## src/rtl/pll_seq_pkg.sv

```systemverilog
// Shared definitions for the PLL reset/lock sequencer: FSM state encoding,
// retry counter width and the helper that sizes the internal counter.
package pll_seq_pkg;

  typedef enum logic [2:0] {
    PLLRST    = 3'd0,
    WAIT_LOCK = 3'd1,
    FILTER    = 3'd2,
    RELEASE   = 3'd3,
    RUN       = 3'd4
  } seq_state_e;

  localparam int RETRY_W = 8;

  // Smallest counter width that can hold the largest timing parameter
  // without wrapping.
  function automatic int calc_cnt_w(input int timeout, input int filter,
                                    input int gap, input int rst_cycles);
    int m;
    m = timeout;
    if (filter > m) m = filter;
    if (gap > m) m = gap;
    if (rst_cycles > m) m = rst_cycles;
    if (m < 1) m = 1;
    return $clog2(m + 1);
  endfunction

endpackage

```

## src/rtl/sync_2ff.sv

```systemverilog
// Generic two-flop synchroniser for asynchronous status inputs.
// Both stages clear to 0 on reset so a stale "good" level is never seen.
module sync_2ff #(
  parameter int WIDTH = 1
) (
  input  logic             clock,
  input  logic             resetn,
  input  logic [WIDTH-1:0] d,
  output logic [WIDTH-1:0] q
);

  logic [WIDTH-1:0] meta_reg;
  logic [WIDTH-1:0] sync_reg;

  // Two back-to-back capture stages; only sync_reg is used downstream.
  always_ff @(posedge clock) begin
    if (!resetn) begin
      meta_reg <= '0;
      sync_reg <= '0;
    end else begin
      meta_reg <= d;
      sync_reg <= meta_reg;
    end
  end

  assign q = sync_reg;

endmodule

```

## src/rtl/pll_reset_sequencer.sv

```systemverilog
// PLL reset/lock manager: pulses the PLL reset, waits (with timeout and
// retry) for a filtered lock, then releases per-domain resets in order.
// Any lock loss after release drops every domain back into reset at once.
module pll_reset_sequencer
  import pll_seq_pkg::*;
#(
  parameter int NUM_DOMAINS    = 4,
  parameter int LOCK_FILTER    = 1024,
  parameter int STAGE_GAP      = 16,
  parameter int PLL_RST_CYCLES = 8,
  parameter int LOCK_TIMEOUT   = 1048576,
  parameter int CNT_W          = 21
) (
  input  logic                   clock,
  input  logic                   resetn,
  input  logic                   pll_locked,
  input  logic                   force_reset,
  output logic                   pll_rst,
  output logic [NUM_DOMAINS-1:0] domain_rst,
  output logic                   all_ready,
  output logic [RETRY_W-1:0]     retry_count,
  output logic [2:0]             seq_state
);

  // Elaboration-time parameter sanity checks.
  if (NUM_DOMAINS < 1 || NUM_DOMAINS > 16) begin : g_bad_num_domains
    $error("NUM_DOMAINS must be in 1..16");
  end
  if (STAGE_GAP < 1 || PLL_RST_CYCLES < 1 || LOCK_FILTER < 1 || LOCK_TIMEOUT < 1) begin : g_bad_timing
    $error("STAGE_GAP, PLL_RST_CYCLES, LOCK_FILTER and LOCK_TIMEOUT must be >= 1");
  end
  if (CNT_W < calc_cnt_w(LOCK_TIMEOUT, LOCK_FILTER, STAGE_GAP, PLL_RST_CYCLES)) begin : g_bad_cnt_w
    $error("CNT_W too small for the timing parameters");
  end

  localparam logic [CNT_W-1:0] RST_LAST     = CNT_W'(PLL_RST_CYCLES - 1);
  localparam logic [CNT_W-1:0] TIMEOUT_LAST = CNT_W'(LOCK_TIMEOUT - 1);
  localparam logic [CNT_W-1:0] FILTER_LAST  = CNT_W'(LOCK_FILTER - 1);
  localparam logic [CNT_W-1:0] GAP_LAST     = CNT_W'(STAGE_GAP - 1);
  localparam logic [CNT_W-1:0] CNT_ONE      = CNT_W'(1);

  seq_state_e               state_reg, state_next;
  logic [CNT_W-1:0]         cnt_reg, cnt_next;
  logic                     pll_rst_reg, pll_rst_next;
  logic [NUM_DOMAINS-1:0]   domain_rst_reg, domain_rst_next;
  logic [NUM_DOMAINS-1:0]   domain_shift;
  logic                     all_ready_reg, all_ready_next;
  logic [RETRY_W-1:0]       retry_reg, retry_next;
  logic                     lock_s;

  sync_2ff #(.WIDTH(1)) u_lock_sync (
    .clock  (clock),
    .resetn (resetn),
    .d      (pll_locked),
    .q      (lock_s)
  );

  // Releasing one more domain = shifting a zero in from bit 0, so resets can
  // only ever come off in ascending order.
  assign domain_shift = domain_rst_reg << 1;

  // State, counter and all outputs are registered here.
  always_ff @(posedge clock) begin
    if (!resetn) begin
      state_reg      <= PLLRST;
      cnt_reg        <= '0;
      pll_rst_reg    <= 1'b1;
      domain_rst_reg <= '1;
      all_ready_reg  <= 1'b0;
      retry_reg      <= '0;
    end else begin
      state_reg      <= state_next;
      cnt_reg        <= cnt_next;
      pll_rst_reg    <= pll_rst_next;
      domain_rst_reg <= domain_rst_next;
      all_ready_reg  <= all_ready_next;
      retry_reg      <= retry_next;
    end
  end

  // Next-state and next-output logic; force_reset overrides everything else.
  always_comb begin
    state_next      = state_reg;
    cnt_next        = cnt_reg;
    pll_rst_next    = pll_rst_reg;
    domain_rst_next = domain_rst_reg;
    all_ready_next  = all_ready_reg;
    retry_next      = retry_reg;

    if (force_reset) begin
      state_next      = PLLRST;
      cnt_next        = '0;
      pll_rst_next    = 1'b1;
      domain_rst_next = '1;
      all_ready_next  = 1'b0;
    end else begin
      case (state_reg)
        PLLRST: begin
          if (cnt_reg == RST_LAST) begin
            state_next   = WAIT_LOCK;
            cnt_next     = '0;
            pll_rst_next = 1'b0;
          end else begin
            cnt_next = cnt_reg + CNT_ONE;
          end
        end

        WAIT_LOCK: begin
          if (lock_s) begin
            // This cycle already counts as the first good lock cycle.
            state_next = FILTER;
            cnt_next   = CNT_ONE;
          end else if (cnt_reg == TIMEOUT_LAST) begin
            state_next   = PLLRST;
            cnt_next     = '0;
            pll_rst_next = 1'b1;
            if (retry_reg != '1) begin
              retry_next = retry_reg + RETRY_W'(1);
            end
          end else begin
            cnt_next = cnt_reg + CNT_ONE;
          end
        end

        FILTER: begin
          if (!lock_s) begin
            state_next = WAIT_LOCK;
            cnt_next   = '0;
          end else if (cnt_reg >= FILTER_LAST) begin
            cnt_next        = '0;
            domain_rst_next = domain_shift;
            if (domain_shift == '0) begin
              state_next     = RUN;
              all_ready_next = 1'b1;
            end else begin
              state_next = RELEASE;
            end
          end else begin
            cnt_next = cnt_reg + CNT_ONE;
          end
        end

        RELEASE, RUN: begin
          if (!lock_s) begin
            // The PLL re-locks on its own; no new PLL reset pulse.
            state_next      = WAIT_LOCK;
            cnt_next        = '0;
            domain_rst_next = '1;
            all_ready_next  = 1'b0;
          end else if (state_reg == RELEASE) begin
            if (cnt_reg == GAP_LAST) begin
              cnt_next        = '0;
              domain_rst_next = domain_shift;
              if (domain_shift == '0) begin
                state_next     = RUN;
                all_ready_next = 1'b1;
              end
            end else begin
              cnt_next = cnt_reg + CNT_ONE;
            end
          end
        end

        default: begin
          state_next      = PLLRST;
          cnt_next        = '0;
          pll_rst_next    = 1'b1;
          domain_rst_next = '1;
          all_ready_next  = 1'b0;
        end
      endcase
    end
  end

  assign pll_rst     = pll_rst_reg;
  assign domain_rst  = domain_rst_reg;
  assign all_ready   = all_ready_reg;
  assign retry_count = retry_reg;
  assign seq_state   = state_reg;

endmodule

```

## config.mk

```make
export PLATFORM = sky130hd
export DESIGN_NAME = pll_reset_sequencer
export DESIGN_NICKNAME = d
export VERILOG_FILES = /design/src/rtl/pll_seq_pkg.sv /design/src/rtl/sync_2ff.sv /design/src/rtl/pll_reset_sequencer.sv
export SDC_FILE = /design/constraint.sdc
export NUM_CORES = 1
export LEC_CHECK = 0
export ABC_AREA = 1
export BUFFER_PORTS_ARGS = -buffer_cell sky130_fd_sc_hd__buf_2
export CORE_MARGIN = 2
export CORE_UTILIZATION = 50
export DETAILED_ROUTE_END_ITERATION = 8
export MAX_ROUTING_LAYER = met4
export PLACE_DENSITY = 0.82
export SYNTH_ARGS = -nofsm -noshare
export SYNTH_HDL_FRONTEND = slang
export SYNTH_SLANG_ARGS = --single-unit
export TNS_END_PERCENT = 5
```

## constraint.sdc

```tcl
create_clock -name clock -period 1.6 [get_ports clock]
set_input_delay 0.24 -clock clock [delete_from_list [all_inputs] [get_ports clock]]
set_output_delay 0.24 -clock clock [all_outputs]
set_load 0.02 [all_outputs]
```

== Word level (Yosys, flattened, before mapping) ==
Index checks and enable logic that the tools add are counted.
W data, S select, Z words.
Cells by class
  bitwise gates (word level): 5
  $lt $le $gt $ge: 1
  muxes and demuxes: 37
  add/subtract/negate cells: 2
  multiply operators: 0
  shift-type cells: 0
  equality and inequality tests: 18
  reduce and logical (&&, ||, !) cells: 10
  div/mod/pow operators: 0
Operator list (count)
  $mux W21: 8
  $pmux W21 S4: 1
  $mux W3: 10
  $add A21 B1 Y21 const B: 1
  $eq A21 B20 Y1 const B: 1
  $eq A21 B3 Y1 const B: 1
  $eq A21 B4 Y1 const B: 1
  $ge A21 B10 Y1 const B: 1
  $mux W4: 5
  $ne A3 B3 Y1 const B: 4
  $pmux W3 S4: 1
  $pmux W4 S3: 1
  $reduce_and A5 Y1: 2
  $mux W1: 9
  $add A8 B1 Y8 const B: 1
  $ne A2 B2 Y1 const B: 4
  $ne A8 B8 Y1 const B: 1
  $eq A3 B2 Y1 const B: 2
  $pmux W1 S3: 2
  $reduce_and A6 Y1: 1
  $reduce_or A2 Y1: 3
  $not A1 Y1: 5
  $logic_not A4 Y1: 1
  $reduce_and A4 Y1: 1
  other kinds (6): 6
Word-level totals
  memories: 0
  ROM bits: 0
  latch bits: 0
  bits in registers: 40
  bits of input ports: 4
  word-level logic and storage cells: 81
  RAM bits: 0
  output and inout port bits: 17

== Depth between registers and ports, before layout ==
  depth in word-level cells: 6
  mapped depth: 13
  depth with buffers taken out: 13

== Modules after synthesis ==
Synthesis repeated with hierarchy kept, for this count alone.
Second synthesis, totals
  cell total of the unflattened synthesis: 370
  area total of the unflattened synthesis: 2506.2 um2
By module, submodules not included
  pll_reset_sequencer: seq. area each 760.7 um2, times used 1, area each 2451.1 um2, cells an instance 364
  sync_2ff: seq. area each 40.0 um2, times used 1, area each 55.1 um2, cells an instance 6

== Worst setup path before layout ==
OpenSTA, ideal clock, no wires.
  path kind: reg2reg
  start point: register cnt_reg[0]
  end point: register cnt_reg[15]
  setup time: 0.132 ns
  cell stages (with the launch flop): 10
  data arrival time: 1.603 ns
  clock period less this slack: 1.736 ns
  setup slack: -0.136 ns
  data required time: 1.468 ns
  path buffers: 1
  cell sequence: dfxtp_1 -> ha_1 -> nand3_2 -> nor2_4 -> nand3_2 -> nand3_2 -> nand4_4 -> buf_6 -> nand3_1 -> a21oi_1
Between the ends
  word-level cells in the longest chain between the ends: 5
  elaborated cells on any way between the ends: 14
  classes of those cells: 1 x add/sub; 1 x order compare; 3 x eq/ne; 9 x mux
Ends and longest elaborated chain
  start: declaration: RTL line pll_reset_sequencer.sv:43  | logic [CNT_W-1:0] cnt_reg, cnt_next;
  start signal: assignment: RTL line pll_reset_sequencer.sv:73  | cnt_reg <= cnt_next;
  $add A21 B1 Y21 or $eq A21 B4 Y1 (tied branches)
  $mux W21: RTL line pll_reset_sequencer.sv:151  | if (cnt_reg == GAP_LAST) begin
  $mux W21: RTL line pll_reset_sequencer.sv:150  | end else if (state_reg == RELEASE) begin
  $mux W21: RTL line pll_reset_sequencer.sv:144  | if (!lock_s) begin
  $pmux W21 S4 (*): RTL line pll_reset_sequencer.sv:97  | case (state_reg)
Mark *: on every way between the ends. The rest lies on a longest branch, timed or not. The select of a mux whose other input is x is not followed.
A chain may end at the register's enable or synchronous reset.

== Final worst setup path ==
  start point: register cnt_reg[4]
  end point: register cnt_reg[2]
Between the ends
  word-level cells in the longest chain between the ends: 5
  elaborated cells on any way between the ends: 13
  classes of those cells: 1 x order compare; 3 x eq/ne; 9 x mux
Ends and longest elaborated chain (RTL line)
  parallel branches: the longest is 4 deep, another holds $ge A21 B10 Y1
  $pmux W21 S4 (*): pll_reset_sequencer.sv:97
Mark *: on every way between the ends. The select of a mux whose other input is x is not followed.

==> results.json <==
{
  "outcome": "finished, violations left",
  "violations": "negative setup slack",
  "path_cells": "nand2_1, inv_1, nand2_1, nor2_4, nand3_4, nand3_4, nand4_4, buf_12, nand4_1, a21oi_2",
  "dp_hpwl_mm": 5.18,
  "seq_area_frac_synth_pct": 31.6,
  "p_leak_nw": 1.46,
  "cp-end-kind": "flip-flop",
  "cap_violations": 0,
  "use_met3_pct": 4.02,
  "rsz0062_at_grt": "yes",
  "synth_top_area_share_pct": 31.6,
  "arrival_ns": 2.01,
  "htreeDepth": 2,
  "required_ns": 1.79,
  "holdCritPathClass": "in -> reg",
  "clk_pin_slew_ns": 0.08,
  "numCtsBuffers": 5,
  "synth-async-reset-ratio_pct": 0,
  "worstSetupPathType": "reg -> reg",
  "tightestPinTransition_ns": 0.442,
  "layout_min_cycle_time_ns": 1.82,
  "cp-startpoint": "cnt_reg[4]",
  "vias": 2999,
  "synth_area_leaders": "dfxtp_1 (32%), nand2_1 (15%), inv_1 (7.7%), nor2_1 (6.4%), a21oi_1 (5.5%)",
  "die_y_um": 75.2,
  "cts_max_path_buffers": 2,
  "coreArea_um2": 4820,
  "n_antenna_cell": 0,
  "die-area_um2": 5660,
  "netlist_instances": 387,
  "ys.flop_type": "dfxtp_1",
  "gr-usage-met2_pct": 46.8,
  "antenna_found_initial": 0,
  "ys_ff_latch": 40,
  "synthToLayoutAreaGrowth_pct": 37.5,
  "synth_commonest_cells": "nand2_1 (104), inv_1 (52), nor2_1 (43)",
  "post-synth-top-area-cell": "dfxtp_1",
  "tns_ns": -5.76,
  "fill_cells": 341,
  "synth_area_um2": 2530,
  "whs_ns": 0.164,
  "path_max_fanout": 8,
  "overflow": 0,
  "cts_tree": "yes",
  "grt_usage_pct": 26.9,
  "p_total_mw": 1.90,
  "postLayoutCellArea_um2": 3490,
  "drc": 0,
  "ys_types": 42,
  "finalHoldViolations": 0,
  "met1_usage_pct": 32.5,
  "hold_start": "pll_locked",
  "pre_cts_slack_ns": -0.155,
  "crit_path_top_delay_cell": "dfxtp_1",
  "setup_slack_ns": -0.220,
  "drive_gt1_share_pct": 34.7,
  "routed_via_density": 5.56,
  "busiest_layer": "met2",
  "r2r-start": "cnt_reg[4]",
  "fin_crit_sh_pct": 114,
  "hold_buffers": 0,
  "grt_max_degree": 14,
  "pwr_density_cell_nw_per_um2": 544,
  "grt_pass1_wl_mm": 11.4,
  "avgSynthCellArea_um2": 6.55,
  "dr.pass1.iters": 6,
  "synth.most_common_cell": "nand2_1",
  "max_freq_ghz": 0.549,
  "maxSlewHeadroom_pct": 70.3,
  "synth_edf_count": 0,
  "clock_latency_ns": 0.30,
  "drt-total-wl_mm": 7.72,
  "root_buffer": "clkbuf_8",
  "port_buffers": 20,
  "io_pins": 21,
  "ir_drop_mv": 0.480,
  "finalNetCount": 477,
  "wl_per_cell_um": 14.3,
  "die_w_um": 75.2,
  "syn_nets": 393,
  "std_cell_rows": 25,
  "largest_register_ffs": 21,
  "routabilityCongestion": 0.888,
  "placed_area_um2": 3180,
  "slowest_delay_ns": 0.40,
  "drtAntennaViolNets": 0,
  "finalClockSkew_ns": 0.00349,
  "drt-initial-drc-count": 330,
  "slew_viol_final": 0,
  "setup_viol": 38,
  "critPathLaunchType": "flip-flop",
  "grt_pass1_vias": 2596,
  "start_util_pct": 52.6,
  "clock_sink_count": 40,
  "ys_warn_count": 0
}
layer usage:
layer / share of wire, % / up-vias
met5: 0 / -
met4: 3.0 / 0
met3: 5.2 / 31
met2: 51 / 130
met1: 41 / 1406
li1: - / 1432
per-stage QoR:
step / std cells / util [%]
6_report: 539 / 72.4
5_1_grt: 539 / 72.4
4_1_cts: 537 / 69.1
3_5_place_dp: 529 / 66.0
2_1_floorplan: 387 / -
3_3_place_gp: 529 / 66.0
cell usage in the layout, fill, tap and decap left out, types with 8 or more instances in the layout:
cell type  synthesis  layout
o21ai_0           12       9
buf_2              0      20
nor2_2             4      10
inv_1             52      50
a21oi_1           28      27
buf_4              1      59
dfxtp_2            0      14
nor2_1            43      29
nand3_1           22      22
nand2_1          104      99
nor2_4             2      10
nand4_1            8       8
nor3_1            11       9
dfxtp_1           40      23
what timing repair did:
action,4_1_cts,5_1_grt
buffers inserted,0,2
gates resized for setup,14,46
hold endpoints to repair,0,0
pin swaps,2,15
endpoints found under the setup margin,37,38
critical path, delay by kind of cell, from the launching register on:
kind            cells  cell delay [ns]
buf+inv             2             0.30
simple gates        7             0.94
flops               1             0.40
compound gates      1             0.07
worst paths after layout:
path | slack (ns) | endpoint | cells after the start
worst min register to register | 0.47 | u_lock_sync.q | 2
worst max register to register | -0.22 | cnt_reg[2] | 10
worst max-delay path | -0.22 | cnt_reg[2] | 10
worst min-delay path | 0.16 | u_lock_sync.meta_reg | 3
where the power goes:
part / total, mW / internal, mW / switching (mW)
sequential: 0.998 / 0.994 / 0.00370
combinational: 0.0616 / 0.0223 / 0.0393
clock: 0.836 / 0.462 / 0.375
cell type report:
class	count	area (um2)	share of cell area, %
Multi-Input combinational cell	285	1650	47.4
Sequential cell	40	830	23.8
Timing Repair Buffer	82	594	17.0
Inverter	57	214	6.14
Tap cell	67	83.8	2.40
Clock buffer	5	68.8	1.97
Clock inverter	3	42.5	1.22
logic make-up (layout without fill, tap and decap cells):
group,count (synthesis),count (layout),synth area share [%]
buf+inv,62,147,9.62
flops,40,40,31.6
fa+ha+maj,2,2,0.987
simple gates,218,218,41.5
xor+xnor,8,8,2.76
compound gates,57,57,13.6
Power figures use the tool's default switching activity.
